==> config.mk <==
export PLATFORM = sky130hd
export DESIGN_NAME = exe_stage
export DESIGN_NICKNAME = d
export VERILOG_FILES = /design/src/rtl/exe_stage.sv
export SDC_FILE = /design/constraint.sdc
export NUM_CORES = 1
export LEC_CHECK = 0
export CORE_MARGIN = 3
export CORE_UTILIZATION = 25
export DETAILED_ROUTE_END_ITERATION = 8
export PLACE_DENSITY = 0.43
export SETUP_SLACK_MARGIN = 0.2
export SYNTH_ARGS = -nofsm -noshare
export SYNTH_HDL_FRONTEND = slang
export SYNTH_SLANG_ARGS = --single-unit
==> constraint.sdc <==
create_clock -name clk -period 22.4 [get_ports clk]
set_input_delay 6.72 -clock clk [delete_from_list [all_inputs] [get_ports clk]]
set_output_delay 6.72 -clock clk [all_outputs]
set_load 0.005 [all_outputs]
==> src/rtl/exe_stage.sv <==
// Execute stage: operand forwarding, second-operand generation, ALU,
// branch target, and the NZCV status register.
//
// Ports:
//   clk, rst           clock; asynchronous active-low reset of SR
//   EXE_CMD, S         ALU operation and flag-update request
//   MEM_R_EN, MEM_W_EN load/store markers (select 12-bit offset Val2)
//   B_in, PC           branch marker and PC+4 of the instruction
//   Val_1, Val_Rm      Rn and Rm/Rd values from ID/EXE
//   imm, shift_operand immediate bit and instruction[11:0]
//   Signed_imm_24      branch offset (words)
//   C_in               carry latched in ID/EXE
//   sel_src1, sel_src2 forwarding selects for Op1 and Rm
//   MEM_ALU_result     ALU result currently in EXE/MEM
//   WB_value           value currently being written back
//   Freeze             pipeline stall; SR holds while high
//   ALU_result         combinational ALU result
//   Store_value        forwarded Rm, store data
//   Branch_Address     combinational branch target
//   Branch_Taken       equals B_in
//   SR                 registered flags {N,Z,C,V}
module exe_stage (
    input  logic        clk,
    input  logic        rst,
    input  logic [3:0]  EXE_CMD,
    input  logic        S,
    input  logic        MEM_R_EN,
    input  logic        MEM_W_EN,
    input  logic        B_in,
    input  logic [31:0] PC,
    input  logic [31:0] Val_1,
    input  logic [31:0] Val_Rm,
    input  logic        imm,
    input  logic [11:0] shift_operand,
    input  logic [23:0] Signed_imm_24,
    input  logic        C_in,
    input  logic [1:0]  sel_src1,
    input  logic [1:0]  sel_src2,
    input  logic [31:0] MEM_ALU_result,
    input  logic [31:0] WB_value,
    input  logic        Freeze,
    output logic [31:0] ALU_result,
    output logic [31:0] Store_value,
    output logic [31:0] Branch_Address,
    output logic        Branch_Taken,
    output logic [3:0]  SR
);

    logic [31:0] op1;
    logic [31:0] rm_fwd;
    logic [31:0] val2;
    logic [63:0] rot_pair;
    logic [63:0] rm_pair;
    logic [4:0]  imm_rot;
    logic [4:0]  sh_amt;
    logic [32:0] sum;
    logic [31:0] add_b;
    logic        add_cin;
    logic        is_arith;
    logic        cmd_valid;
    logic        n_f, z_f, c_f, v_f;

    // Forwarding muxes; select 11 falls back to the ID/EXE value.
    always_comb begin
        unique case (sel_src1)
            2'b01:   op1 = MEM_ALU_result;
            2'b10:   op1 = WB_value;
            default: op1 = Val_1;
        endcase
        unique case (sel_src2)
            2'b01:   rm_fwd = MEM_ALU_result;
            2'b10:   rm_fwd = WB_value;
            default: rm_fwd = Val_Rm;
        endcase
    end

    assign Store_value = rm_fwd;

    // Rotations are taken from the low half of a doubled word, so an
    // amount of zero naturally leaves the value untouched.
    assign imm_rot  = {shift_operand[11:8], 1'b0};
    assign rot_pair = {24'd0, shift_operand[7:0], 24'd0, shift_operand[7:0]} >> imm_rot;
    assign sh_amt   = shift_operand[11:7];
    assign rm_pair  = {rm_fwd, rm_fwd} >> sh_amt;

    always_comb begin
        val2 = rm_fwd;
        if (imm) begin
            val2 = rot_pair[31:0];
        end else if (MEM_R_EN || MEM_W_EN) begin
            val2 = {20'd0, shift_operand};
        end else begin
            unique case (shift_operand[6:5])
                2'b00: val2 = rm_fwd << sh_amt;
                2'b01: val2 = rm_fwd >> sh_amt;
                2'b10: val2 = $unsigned($signed(rm_fwd) >>> sh_amt);
                2'b11: val2 = rm_pair[31:0];
            endcase
        end
    end

    // One 33-bit adder serves all four arithmetic ops; subtraction is
    // Op1 + ~Val2 + carry, so bit 32 is directly NOT borrow.
    always_comb begin
        add_b   = val2;
        add_cin = 1'b0;
        unique case (EXE_CMD)
            4'b0011: add_cin = C_in;
            4'b0100: begin
                add_b   = ~val2;
                add_cin = 1'b1;
            end
            4'b0101: begin
                add_b   = ~val2;
                add_cin = C_in;
            end
            default: ;
        endcase
    end

    assign sum = {1'b0, op1} + {1'b0, add_b} + {32'd0, add_cin};

    always_comb begin
        ALU_result = 32'd0;
        is_arith   = 1'b0;
        cmd_valid  = 1'b1;
        unique case (EXE_CMD)
            4'b0001: ALU_result = val2;
            4'b1001: ALU_result = ~val2;
            4'b0010, 4'b0011, 4'b0100, 4'b0101: begin
                ALU_result = sum[31:0];
                is_arith   = 1'b1;
            end
            4'b0110: ALU_result = op1 & val2;
            4'b0111: ALU_result = op1 | val2;
            4'b1000: ALU_result = op1 ^ val2;
            default: cmd_valid = 1'b0;
        endcase
    end

    always_comb begin
        n_f = ALU_result[31];
        z_f = (ALU_result == 32'd0);
        c_f = SR[1];
        v_f = SR[0];
        if (is_arith) begin
            c_f = sum[32];
            v_f = (op1[31] == add_b[31]) && (sum[31] != op1[31]);
        end
    end

    always_ff @(posedge clk or negedge rst) begin
        if (!rst) begin
            SR <= 4'b0000;
        end else if (S && !Freeze && cmd_valid) begin
            SR <= {n_f, z_f, c_f, v_f};
        end
    end

    assign Branch_Address = PC + {{6{Signed_imm_24[23]}}, Signed_imm_24, 2'b00};
    assign Branch_Taken   = B_in;

endmodule

Word-level counts from Yosys, hierarchy flattened --
Index checks and enable logic that the tools add are counted.
Operators by class: add/sub/neg operators 3, eq/ne operators 18, shifts and indexed selects 5, muxes and demuxes 10, bitwise gates (word level) 4, reductions and logical operators 12
Operator list (count):
- case mux 32 bit (6 select lines) | 1
- case mux 32 bit (2 select lines) | 2
- case mux 32 bit (4 select lines) | 1
- two-way mux 32 bit | 3
- >> shifter 64 x 5 -> 32 bit | 1
- >> shifter 40 x 5 -> 32 bit | 1
- adder 32 x 32 -> 33 bit | 1
- adder 33 x 1 -> 33 bit | 1
- adder 32 bit | 1
- AND 32 bit | 1
- zero test 32 bit | 1
- NOT 32 bit | 1
- OR 32 bit | 1
- left shift 32 x 5 -> 32 bit | 1
- >> shifter 32 x 5 -> 32 bit | 1
- >>> shifter 32 x 5 -> 32 bit | 1
- bitwise XOR 32 bit | 1
- == test 4 x 3 -> 1 bit, second input constant | 4
- OR reduction 9 bit | 1
- == test 2 bit, second input constant | 4
- == test 4 x 2 -> 1 bit, second input constant | 2
- == test 4 bit, second input constant | 2
- == test 2 x 1 -> 1 bit, second input constant | 3
- == test 4 x 1 -> 1 bit, second input constant | 1
- 11 further kinds | 15
Word-level totals: register bits after elaboration 4, bits of input ports 213, output and inout port bits 101, logic and storage cells 54

Logic depth before layout (Yosys ltp) --
Gate-level depths: netlist of the first run.
word-level depth 12, mapped depth 29, mapped depth without buffers 25

Worst setup path after synthesis of the first run --
Ideal clock, no wire load.
path kind input -> output, start in sel_src2[0], end out ALU_result[29], data arrival time 11.893 ns, required time 15.680 ns, slack 3.787 ns, stages on the path 23, path buffers 3, path through inv_1 ha_1 buf_2 inv_2 buf_2 buf_1 a22oi_1 a22oi_1 a21oi_1 a21boi_0 o221ai_1 o311ai_1 xor2_1 ha_1 or4_1 o2111a_1 o21ai_0 a21oi_1 o21ai_0 a21oi_1 o31ai_1 mux2i_1 a211o_1
Between the ends: cells in the longest elaborated chain, start to end 11, elaborated cells on any way between the ends 18, classes of those cells add/sub: 2; eq/ne: 2; shift: 4; mux: 6; bitwise: 4
RTL lines:
- start: declaration | line 38 | input logic [1:0] sel_src2,
- == test 2 bit or == test 2 x 1 -> 1 bit (tied branches) | line 70 | unique case (sel_src2)
- case mux 32 bit (2 select lines) (*) | line 70
- >> shifter 64 x 5 -> 32 bit, or another cell as far along | line 84 | assign rm_pair = {rm_fwd, rm_fwd} >> sh_amt;
- case mux 32 bit (4 select lines) (*) | line 93 | unique case (shift_operand[6:5])
- two-way mux 32 bit (*) | line 90 | end else if (MEM_R_EN || MEM_W_EN) begin
- two-way mux 32 bit (*) | line 88 | if (imm) begin
- NOT 32 bit | line 110, 114, 129
- two-way mux 32 bit
- adder 32 x 32 -> 33 bit | line 121 | assign sum = {1'b0, op1} + {1'b0, add_b} + {32'd0, add_cin};
- adder 33 x 1 -> 33 bit | line 121
- case mux 32 bit (6 select lines) (*) | line 127 | unique case (EXE_CMD)
- end: declaration | line 42 | output logic [31:0] ALU_result,
Mark *: on every way between the ends. The rest lies on a longest branch, timed or not.

Final worst setup path of the first run --
start in sel_src2[0], end out ALU_result[31]
Same word-level chain as after synthesis.

==> impl_metrics.json, run 1 <==
{
  "setup_viol": 0,
  "crit_type": "in -> out",
  "timing.rr.end": "SR[2]$_DFFE_PN0P_",
  "cts_max_path_buffers": 2,
  "ys.flop_type": "dfrtp_1",
  "antenna_found_initial": 0,
  "drv_cap": 0,
  "drc": 0,
  "ctsHoldBuffers": 0,
  "gp_congestion": 1.02,
  "ys_types": 93,
  "drive_above_1_share": 0.0946,
  "die_area_sq_um": 60600,
  "max_freq_ghz": 0.0468,
  "netlist_area_sq_um": 14400,
  "layout_common_cells": "clkdlybuf4s50_1 (302), nand2_1 (157), nor2_1 (154)",
  "reg2reg_from": "SR[2]$_DFFE_PN0P_",
  "via_per_inst": 6.22,
  "stdcell_count": 2998,
  "holdPathEnd": "SR[0]$_DFFE_PN0P_",
  "synth.area.top_cells": "ha_1 (11%), mux4_2 (11%), a22oi_1 (5.3%), a21oi_1 (5.0%), o21ai_0 (4.9%)",
  "status": "finished clean",
  "synth_cells": 2032,
  "top_regs": "SR (4)",
  "drtIter0Drc": 2273,
  "power.leakage_nw": 7.10,
  "clock_latency_ns": 0.22,
  "overflow": 0,
  "synth_edf_count": 0,
  "hold_slack_ns": 0.487,
  "nets": 2587,
  "critPathArrivalTime_ns": 14.66,
  "dp_hpwl_mm": 73.4,
  "tightestPinTransition_ns": 1.32,
  "startpoint_type": "input port",
  "clock_sinks": 4,
  "port_buffers": 307,
  "holdCritStartpoint": "SR[0]$_DFFE_PN0P_",
  "worst_setup_path_end_kind": "output pin",
  "critPathMaxFanout": 31,
  "final_common_cell": "clkdlybuf4s50_1",
  "rsz0062_at_grt": "no",
  "cts_buffers": 3,
  "post_cts_buffers": 0,
  "fin_setup_tns_ns": 0,
  "rrSetupSlack_ns": 21.61,
  "ir_drop_uv": 22.2,
  "pre_cts_ws_ns": 1.22,
  "synthToLayoutAreaGrowth_pct": 26.8,
  "core_area_sq_um": 56700,
  "relSlewSlack": 0.121,
  "reg2reg_depth": 2,
  "syn_area_per_cell_sq_um": 7.10,
  "period_needed_ns": 21.38,
  "synthArstFlopShare": 1.00,
  "die_h_um": 246,
  "vias": 18700,
  "dp_cells": 2994,
  "cts_htree_levels": 1,
  "worstHoldPathCells": 2,
  "timing.final.crit_share": 0.954,
  "syn-num-nets": 2376,
  "yosys.area.top_type": "ha_1",
  "clock_skew_ns": 0,
  "grt_pass1_wl_mm": 129,
  "cts_tree": "done",
  "grt_max_degree": 65,
  "io_pins": 314,
  "seq_area_frac_synth": 0.00694,
  "ant_nets": 0,
  "placementRows": 87,
  "hold_viol": 0,
  "start_util": 0.254,
  "die_x_um": 246,
  "slew_violations": 0,
  "grt_pass1_vias": 17800,
  "regMostFlops": "SR",
  "powerDensity_nw_per_um2": 36.5,
  "totalWireLength_mm": 91.3,
  "clock-root-buffer": "clkbuf_16",
  "worst_slack_ns": 1.02,
  "ys_warn_count": 0,
  "drtPass1Iterations": 7,
  "crit_required_ns": 15.68,
  "clkTransAtPathRegs_ns": 0.03,
  "largest_reg_flops": 4,
  "synth_top_area_share": 0.111,
  "grt_usage": 0.287,
  "ys_ff_latch": 4,
  "routedWlPerCell_um": 30.4,
  "post_cts_resized": 0,
  "hp-class": "reg -> reg"
}
==> metal layers <==
metal	track usage	routed length, um	vias up
met3	0.0457	8320	168
met5	0	0	-
li1	-	-	8277
met2	0.454	40100	1120
met4	0.0993	3890	0
met1	0.395	39000	9089
==> worst max path at each step <==
stage                           start              to  slack, ns
after floorplan           sel_src2[0]  ALU_result[29]       3.79
after global placement    sel_src2[0]  ALU_result[31]       1.32
after detailed placement  sel_src2[0]  ALU_result[31]       1.22
after CTS                 sel_src2[0]  ALU_result[31]       1.18
after global routing      sel_src2[0]  ALU_result[31]       0.59
final                     sel_src2[0]  ALU_result[31]       1.02
==> metrics by stage <==
step                      area, sq um  total power, W   util
after floorplan                 14400        0.000351      -
after global placement          18200        0.000626  0.321
after detailed placement        18200        0.000624  0.321
after CTS                       18300        0.000655  0.323
after global routing            18300        0.000707  0.323
final                           18300        0.000668  0.323
==> layout make-up <==
| cell class | instances | area, sq um |
|---|---|---|
| inverters | 127 | 477 |
| repair buffers | 373 | 3560 |
| clock buffers | 3 | 75.1 |
| fillers | 6110 | 38400 |
| multi-input cells | 1734 | 13100 |
| diodes | 1 | 2.50 |
| flip-flops and latches | 4 | 100 |
| well taps | 756 | 946 |
==> Yosys cell counts (10+ instances only) <==
master / instances
or3_1: 12
buf_4: 12
and2_1: 15
or2_2: 10
buf_2: 25
a21o_1: 15
buf_1: 19
o21a_1: 15
nand2b_1: 25
and3_1: 17
a221oi_1: 32
o211ai_1: 34
o31ai_1: 22
nand4_1: 18
a21oi_1: 145
nor4_1: 18
a22oi_1: 102
mux2_2: 24
a2111oi_0: 10
inv_1: 119
xor2_1: 23
nand2_1: 157
o21ai_0: 142
a211oi_1: 20
nor2_1: 156
clkbuf_1: 103
o31a_1: 10
nor2b_1: 31
a22o_1: 40
o22ai_1: 29
nand3_1: 48
a21boi_0: 12
a31oi_1: 29
mux2i_1: 47
xnor2_1: 69
o221ai_1: 18
ha_1: 128
nor3_1: 36
mux4_2: 69
==> critical path, stage by stage <==
cell,delay [ns]
clkdlybuf4s50_1,0.49
inv_1,0.05
ha_2,0.74
inv_2,0.46
mux4_2,0.52
mux2i_1,0.85
a2bb2oi_1,0.56
a21oi_1,0.16
and3_1,0.23
a21boi_0,0.54
xnor2_1,0.13
ha_1,0.40
and3_1,0.23
o2111a_1,0.25
o21ai_0,0.11
a21oi_1,0.30
o21ai_0,0.20
a21oi_1,0.37
o31ai_1,0.15
buf_4,0.17
o21a_1,0.18
o211ai_1,0.26
clkdlybuf4s50_1,0.55
==> power by group <==
group | switching, W | internal, W
clock network | 0.00000470 | 0.0000228
logic | 0.000371 | 0.000260
registers | 0.000000794 | 0.00000867
==> cells by family (layout without fill, tap and decap cells) <==
family	Yosys count	in the layout	share of synthesized area
other cells	0	1	0
buf+inv	294	503	0.0859
xor+xnor	92	92	0.0558
compound gates	793	793	0.384
fa+ha+maj	131	131	0.115
flops	4	4	0.00694
mux	140	140	0.159
simple gates	578	578	0.193
No activity file was read; power rests on OpenSTA's default activity.
==> run 2, diff against run 1 <==
- SLEW_MARGIN: default -> 10
==> results of run 2 <==
Final layout, timing and power as in run 1 (identical DEF).
